`config.mk`:
```
export PLATFORM = sky130hd
export DESIGN_NAME = tl_ul_sram_responder
export DESIGN_NICKNAME = d
export VERILOG_FILES = /design/src/rtl/tl_ul_sram_responder.sv
export SDC_FILE = /design/constraint.sdc
export NUM_CORES = 1
export LEC_CHECK = 0
export ABC_CLOCK_PERIOD_IN_PS = 4670
export BUFFER_PORTS_ARGS = -buffer_cell sky130_fd_sc_hd__buf_2
export CAP_MARGIN = 25
export CORE_MARGIN = 2
export CORE_UTILIZATION = 25
export CTS_CLUSTER_SIZE = 10
export DETAILED_ROUTE_END_ITERATION = 6
export PLACE_DENSITY = 0.44
export SYNTH_ARGS = -nofsm -noshare
export SYNTH_HDL_FRONTEND = slang
export SYNTH_SLANG_ARGS = --single-unit
```
`constraint.sdc`:
```
create_clock -name clock -period 4.67 [get_ports clock]
set_clock_uncertainty 0.1 [all_clocks]
set_input_delay 0.7005 -clock clock [delete_from_list [all_inputs] [get_ports clock]]
set_output_delay 0.7005 -clock clock [all_outputs]
set_load 0.01 [all_outputs]
```
`src/rtl/tl_ul_sram_responder.sv`:
```
// ---------------------------------------------------------------------------
// tl_ul_sram_responder
//
// TileLink-UL responder with a 64-bit data path in front of a small
// register-file memory. It accepts Get, PutFullData and PutPartialData on the
// A channel and answers with AccessAckData / AccessAck on the D channel.
// Requests are accepted one per cycle. Each response is held in a single
// registered stage.
//
// Parameters
//   BASE   byte base address of the memory window (aligned to DEPTH*8)
//   DEPTH  number of 64-bit words (power of 2, 2..256)
//
// Ports
//   clock, reset_n      clock (rising edge) and async active-low reset
//   a_valid/a_ready     A-channel handshake
//   a_opcode .. a_corrupt  A-channel request fields
//   d_valid/d_ready     D-channel handshake
//   d_opcode .. d_corrupt  D-channel response fields
// ---------------------------------------------------------------------------
module tl_ul_sram_responder #(
    parameter logic [31:0] BASE  = 32'h0800_0000,
    parameter int          DEPTH = 16
) (
    input  logic        clock,
    input  logic        reset_n,
    input  logic        a_valid,
    output logic        a_ready,
    input  logic [2:0]  a_opcode,
    input  logic [2:0]  a_param,
    input  logic [2:0]  a_size,
    input  logic [2:0]  a_source,
    input  logic [31:0] a_address,
    input  logic [7:0]  a_mask,
    input  logic [63:0] a_data,
    input  logic        a_corrupt,
    output logic        d_valid,
    input  logic        d_ready,
    output logic [2:0]  d_opcode,
    output logic [1:0]  d_param,
    output logic [2:0]  d_size,
    output logic [2:0]  d_source,
    output logic        d_sink,
    output logic        d_denied,
    output logic [63:0] d_data,
    output logic        d_corrupt
);
    localparam int IW = $clog2(DEPTH);

    logic [63:0] mem [DEPTH];

    logic          a_fire;
    logic [IW-1:0] index;
    logic          hit;
    logic          is_get;
    logic          is_put;
    logic          align_ok;
    logic          denied;
    logic          wr_en;
    logic [7:0]    wr_be;
    logic [63:0]   rd_word;
    logic [63:0]   d_data_next;

    logic          d_valid_reg;
    logic [2:0]    d_opcode_reg;
    logic [2:0]    d_size_reg;
    logic [2:0]    d_source_reg;
    logic          d_denied_reg;
    logic [63:0]   d_data_reg;
    logic          d_corrupt_reg;

    // a_param carries no meaning for this responder.
    logic unused_param;
    assign unused_param = ^a_param;

    // Ready depends only on the response stage, never on a_valid.
    assign a_ready = !d_valid_reg || d_ready;
    assign a_fire  = a_valid && a_ready;

    assign index  = a_address[3 +: IW];
    assign hit    = (a_address[31:3+IW] == BASE[31:3+IW]);
    assign is_get = (a_opcode == 3'd4);
    assign is_put = (a_opcode == 3'd0) || (a_opcode == 3'd1);

    // Natural alignment to the transfer size; sizes above 3 are never aligned.
    always_comb begin
        align_ok = 1'b0;
        case (a_size)
            3'd0:    align_ok = 1'b1;
            3'd1:    align_ok = (a_address[0] == 1'b0);
            3'd2:    align_ok = (a_address[1:0] == 2'b00);
            3'd3:    align_ok = (a_address[2:0] == 3'b000);
            default: align_ok = 1'b0;
        endcase
    end

    assign denied = !(is_get || is_put) || !hit || (a_size > 3'd3) ||
                    !align_ok || (is_put && a_corrupt);

    // PutFull and PutPartial behave identically: the mask alone picks lanes.
    assign wr_en = a_fire && is_put && !denied;

    genvar gi;
    generate
        for (gi = 0; gi < 8; gi++) begin : g_lane_be
            assign wr_be[gi] = wr_en && a_mask[gi];
        end
    endgenerate

    always_ff @(posedge clock) begin
        for (int i = 0; i < 8; i++) begin
            if (wr_be[i]) begin
                mem[index][8*i +: 8] <= a_data[8*i +: 8];
            end
        end
    end

    // The read is captured into the response register, so a Put written at
    // one edge is seen by a Get firing at the following edge.
    assign rd_word     = mem[index];
    assign d_data_next = (is_get && !denied) ? rd_word : 64'd0;

    always_ff @(posedge clock or negedge reset_n) begin
        if (!reset_n) begin
            d_valid_reg   <= 1'b0;
            d_opcode_reg  <= 3'd0;
            d_size_reg    <= 3'd0;
            d_source_reg  <= 3'd0;
            d_denied_reg  <= 1'b0;
            d_data_reg    <= 64'd0;
            d_corrupt_reg <= 1'b0;
        end else if (a_fire) begin
            // A new request always wins, even if D fires in the same cycle.
            d_valid_reg   <= 1'b1;
            d_opcode_reg  <= {2'b00, is_get};
            d_size_reg    <= a_size;
            d_source_reg  <= a_source;
            d_denied_reg  <= denied;
            d_data_reg    <= d_data_next;
            d_corrupt_reg <= denied && is_get;
        end else if (d_ready) begin
            d_valid_reg   <= 1'b0;
        end
    end

    assign d_valid   = d_valid_reg;
    assign d_opcode  = d_opcode_reg;
    assign d_param   = 2'b00;
    assign d_size    = d_size_reg;
    assign d_source  = d_source_reg;
    assign d_sink    = 1'b0;
    assign d_denied  = d_denied_reg;
    assign d_data    = d_data_reg;
    assign d_corrupt = d_corrupt_reg;

endmodule

```
* Word-level counts from Yosys, hierarchy flattened
Memory sizes are Yosys's and may differ from the RTL's.
Index checks and enable logic that the tools add are counted.
** Word-level totals
- Logic and storage cells :: 67
- Output and inout port bits :: 80
- Bits in writable memories :: 1024
- Flip-flop bits (word level) :: 74
- Input bits :: 121
- Memories :: 1
** Memory list
- mem :: words 16, width 64, rd ports 1, clocked after Yosys merged registers in 0, wr ports 1, line 50 : logic [63:0] mem [DEPTH];
** Cells by class
- Multiplexer cells :: 20
- Equality and inequality tests :: 6
- $lt $le $gt $ge :: 1
- Reductions and logical operators :: 31
- Bitwise gates (word level) :: 1
** Operator list (number)
- 2-to-1 mux 64 bit :: 1
- equality test 25 x 21 -> 1 bit (second input constant) :: 1
- 2-to-1 mux 1 bit :: 18
- logical AND 1 bit :: 14
- zero test 3 bit :: 3
- logical OR 1 bit :: 7
- equality test 3 x 1 -> 1 bit (second input constant) :: 2
- equality test 3 x 2 -> 1 bit (second input constant) :: 2
- zero test 1 bit :: 5
- one-hot mux 1 bit (4 select lines) :: 1
- equality test 3 bit (second input constant) :: 1
- > comparator 3 x 2 -> 1 bit (second input constant) :: 1
- zero test 2 bit :: 1
- nonzero test 2 bit :: 1
- NOT 1 bit :: 1

* Depth between registers and ports, before layout
- Depth in word-level cells :: 13
- Depth in mapped cells :: 8
- Mapped depth without buffers :: 4

* Worst setup path after synthesis
Ideal clock, no wire load.
- Kind :: input-to-reg
- Start point :: input port a_address[24]
- End point :: memory mem[14][0], enable pin
- Path buffers :: 1
- Setup slack :: 1.488 ns
- Cell stages on the path :: 5
- Arrival :: 2.711 ns
- Required time :: 4.199 ns
- Cell sequence :: or4b_4 > a2111oi_4 > nand4_1 > buf_2 > nor2_1
** Between the ends
- Cells in the longest elaborated chain, start to end :: 11
** Ends and longest elaborated chain
- from (decl) :: line 33 : input logic [31:0] a_address,
- equality test 25 x 21 -> 1 bit :: line 81 : assign hit = (a_address[31:3+IW] == BASE[31:3+IW]);
- zero test 1 bit :: line 97 : assign denied = !(is_get || is_put) || !hit || (a_size > 3'd3) ||
- logical OR 1 bit (3 in series) :: line 97
- logical OR 1 bit :: line 98 : !align_ok || (is_put && a_corrupt);
- zero test 1 bit :: line 101 : assign wr_en = a_fire && is_put && !denied;
- logical AND 1 bit :: line 101
- logical AND 1 bit :: line 106 : assign wr_be[gi] = wr_en && a_mask[gi];
- 2-to-1 mux 1 bit :: line 112 : if (wr_be[i]) begin
- 2-to-1 mux 1 bit (implied by the code) :: line 113 : mem[index][8*i +: 8] <= a_data[8*i +: 8];
- to (decl) :: line 50
Every way passes these cells.

* Final worst setup path
- Start point :: register d_valid_reg (netlist: d_valid)
- End point :: memory mem[4][1], enable pin
** Between the ends
- Cells in the longest elaborated chain, start to end :: 8
** Ends and longest elaborated chain
- from (decl) :: line 64 : logic d_valid_reg;
- from (signal assigned) :: line 125 : d_valid_reg <= 1'b0;
- from (signal assigned) :: line 134 : d_valid_reg <= 1'b1;
- from (signal assigned) :: line 142 : d_valid_reg <= 1'b0;
- zero test 1 bit :: line 77 : assign a_ready = !d_valid_reg || d_ready;
- logical OR 1 bit :: line 77
- logical AND 1 bit :: line 78 : assign a_fire = a_valid && a_ready;
- logical AND 1 bit (2 in series) :: line 101
- logical AND 1 bit :: line 106
- 2-to-1 mux 1 bit :: line 112
- 2-to-1 mux 1 bit (implied by the code) :: line 113
Every way passes these cells.

==> key figures <==
Synth
  • Syn_area_per_cell: 17.5 sq um
  • Ys async rst share: 6.74%
  • Yosys top cell by area: edfxtp_1
  • Syn Inst Count: 2517
  • Simple-Gate Fraction of Synth Area: 2.70%
  • Largest family of logic cells by synthesized area: multiplexers
  • Most common cell in the netlist: edfxtp_1
  • Post-synthesis adder-cell area fraction: 0%
  • Synth Flop Type: edfxtp_1
  • Yosys cell types: 41
  • Mux share of post-synthesis cell area: between 10% and 20%
  • Top-area cell type share of the netlist area: between 60% and 70%
  • Top post-synthesis cells by count: 1024 x edfxtp_1, 384 x mux2i_1, 133 x nor2_1, 132 x a221oi_1
  • Post-Syn Area: between 0.04 and 0.05 sq mm
  • Synth Area in Compound Gates: 8.67%
  • Sequential area share after synthesis: 74.0%
  • Yosys warning total: 0
  • #FFs+latches synth: 1098
  • Synth top area cells: edfxtp_1 70%, mux2i_1 8.7%, dfrtp_1 4.2%
  • Xor and xnor area share after synthesis: 0%
  • Number of synthesized flops with an enable pin: around 1000

Layout
  • Area of the multi-input gates: 0.0104 sq mm
  • Area grow syn2layout: 18.6%
  • # fillers: 17300
  • Nets: 2959
  • Layout cell share with drive strength beyond 1: between 20% and 30%
  • Fin util: 29.8%
  • Register area: 0.0326 sq mm
  • Largest register FFs: around 1000

Routing
  • Post-Route WL: 121000 microns
  • Drt pass-1 iters: 7
  • Post-route DRC: 0
  • Vias per cell: 4.49
  • Via total after detailed routing: 23700
  • Wire per inst: 22.9 microns
  • Antenna Nets Post-Route: 0
  • Initial DRC count: 1555

Die
  • Die W: 424 microns
  • # IOs: 201
  • Die H: 424 microns
  • Die area: 0.180 sq mm
  • Row count: 154
  • Core area: ~0.18 sq mm
  • Initial Utilization: 25.1%

Critical path
  • Setup crit start kind: flop
  • Crit-path max cell delay: 0.60 ns
  • Worst r2r dst: mem[4][1]
  • Worst R2R Setup Slack: 1.45 ns
  • Reg2Reg Launch Point: d_valid
  • Worst-path maximum fanout: 8
  • Setup CP Type: reg -> reg
  • Crit path capture type: flop
  • Required @ worst endpoint: about 4.9 ns
  • Critical path arrival: 3.49 ns
  • Reg2Reg Depth: 6
  • CP Cell Sequence: nand2b_1, buf_4, nor4b_1, nand2_1, buf_4, nor2_1
  • CP max-delay cell: nor2_1
  • Crit-path most repeated cell: buf_4

CTS
  • CTS tree: built
  • Worst skew pair latency: 0.76 ns
  • Max H-tree Level: 4
  • Worst-path clk slew: around 0.050 ns
  • CTS root buf: clkbuf_16
  • Post-CTS setup buffer count: 0
  • CTS Sinks: between 1000 and 1500
  • CTS Buf Count: 130
  • Clock Path Buffers: 3

Placed design
  • Dpl hpwl: 77800 microns
  • # port buffers: 192
  • Gpl congestion: 0.734

Worst hold path
  • Hold path startpoint: a_source[2]
  • Class of the worst hold path: in -> reg
  • Hold Path Depth: 3
  • Min-Delay Endpoint: d_source[2]

STA
  • Final Max Slew Viols: 0
  • Final worst-path cycle share: ~70%
  • Worst Max-Slew Pin Slew: 1.01 ns
  • Setup TNS: 0 ns
  • Final min period: 3.22 ns
  • Unrepaired setup endpoints after global routing: no
  • Relative max-transition margin: 32.7%
  • Final setup viols: 0
  • Final hold violation count: 0
  • Max Freq: 0.311 GHz
  • Worst hold slack: 0.0683 ns

Status
  • Status: completed

Global route
  • Gr ovfl total: 0
  • Vias in the first global route: 24400
  • Pin count of the biggest net entering global routing: 122
  • First-pass GRT wire length: 176000 microns
  • Tot GR Track Use: a little over an eighth
  • Initial antenna violation count: 17

Pwr
  • Pwr Total: 21100 uW
  • LEAKAGE: approximately 0.018 uW
  • Worst vdd ir: 0.247 mV
  • Power per standard cell area: 404 mW/mm^2

Flow run
  • Maximum capacitance violations: 0
==> power breakdown <==
part           internal [uW]  leakage [uW]  total [uW]  switching, uW
sequential             10800        0.0102       10800           4.78
combinational            319       0.00556         992            674
clock                   5460       0.00186        9360           3900
total                  16500        0.0176       21100           4580
==> cell usage in the layout, fill, tap and decap left out, types with 3 or more instances in the layout <==
cell	Yosys	layout
nor2_1	133	132
a21oi_1	64	64
a22oi_1	128	128
mux2i_1	384	384
inv_6	0	4
clkinv_8	0	5
a221oi_2	60	60
buf_4	5	147
nor4_1	4	4
nand4_1	12	12
a221oi_1	132	132
diode_2	0	3
dfrtp_1	74	74
dlygate4sd3_1	0	3
clkinv_2	0	3
mux2_2	128	128
buf_2	31	189
edfxtp_1	1024	1024
clkbuf_1	73	84
and2_1	11	10
nand2_1	97	95
o22ai_1	64	64
conb_1	1	5
nand3_1	5	5
clkbuf_16	0	135
buf_12	0	18
==> metal layers <==
metal  wire length, microns  part of all wire (%)  global-route usage (%)  vias up
met3                   3760                   3.1                    2.04      191
met2                  61100                    50                    22.9      405
met4                   3370                   2.8                    4.76       14
met5                     66                 0.055                       0        -
met1                  52800                    44                    17.0    12300
li1                       -                     -                       -    10800
==> worst max path at each step <==
stage,startpoint,endpoint,slack [ns],cells after the start
2_1_floorplan,a_address[24],mem[14][0],1.49,5
3_3_place_gp,a_address[7],mem[1][47],0.73,5
3_5_place_dp,a_address[7],mem[1][45],0.66,5
4_1_cts,d_valid,mem[4][3],1.38,6
5_1_grt,d_valid,mem[4][1],1.31,6
6_report,d_valid,mem[4][1],1.45,6
==> area by class of cell <==
cell class / instances / area share [%]
sequential: 1098 / 62.4
clock inverter: 13 / 0.357
multi-input combinational: 1248 / 19.8
timing repair buffer: 358 / 4.70
inverter: 2 / 0.0168
tap: 2340 / 5.60
clock buffer: 220 / 7.10
antenna: 3 / 0.0144
==> what timing repair did <==
action,4_1_cts,5_1_grt
gates resized for setup,0,0
hold buffers,3,0
endpoints found under the hold margin,13,0
==> critical path: cells and delay by family, from the launching register on <==
family	cells	cell delay, ns
flops	1	0.37
simple gates	4	1.81
buf+inv	2	0.55
==> metrics by stage <==
stage          cell area (sq um)  worst slack, ns  instances
4_1_cts                    52200             1.38       5279
2_1_floorplan              44100             1.49       2521
3_3_place_gp               48300            0.729       5043
3_5_place_dp               48300            0.664       5043
5_1_grt                    52200             1.31       5281
6_report                   52300             1.45       5282
==> kinds of logic (layout without fill, tap and decap cells) <==
| group | after synthesis | in the layout |
|---|---|---|
| flops | 1098 | 1098 |
| mux | 512 | 512 |
| other cells | 1 | 8 |
| simple gates | 277 | 277 |
| compound gates | 454 | 454 |
| buf+inv | 175 | 593 |
Note: power is estimated with default switching activity, not from simulation.
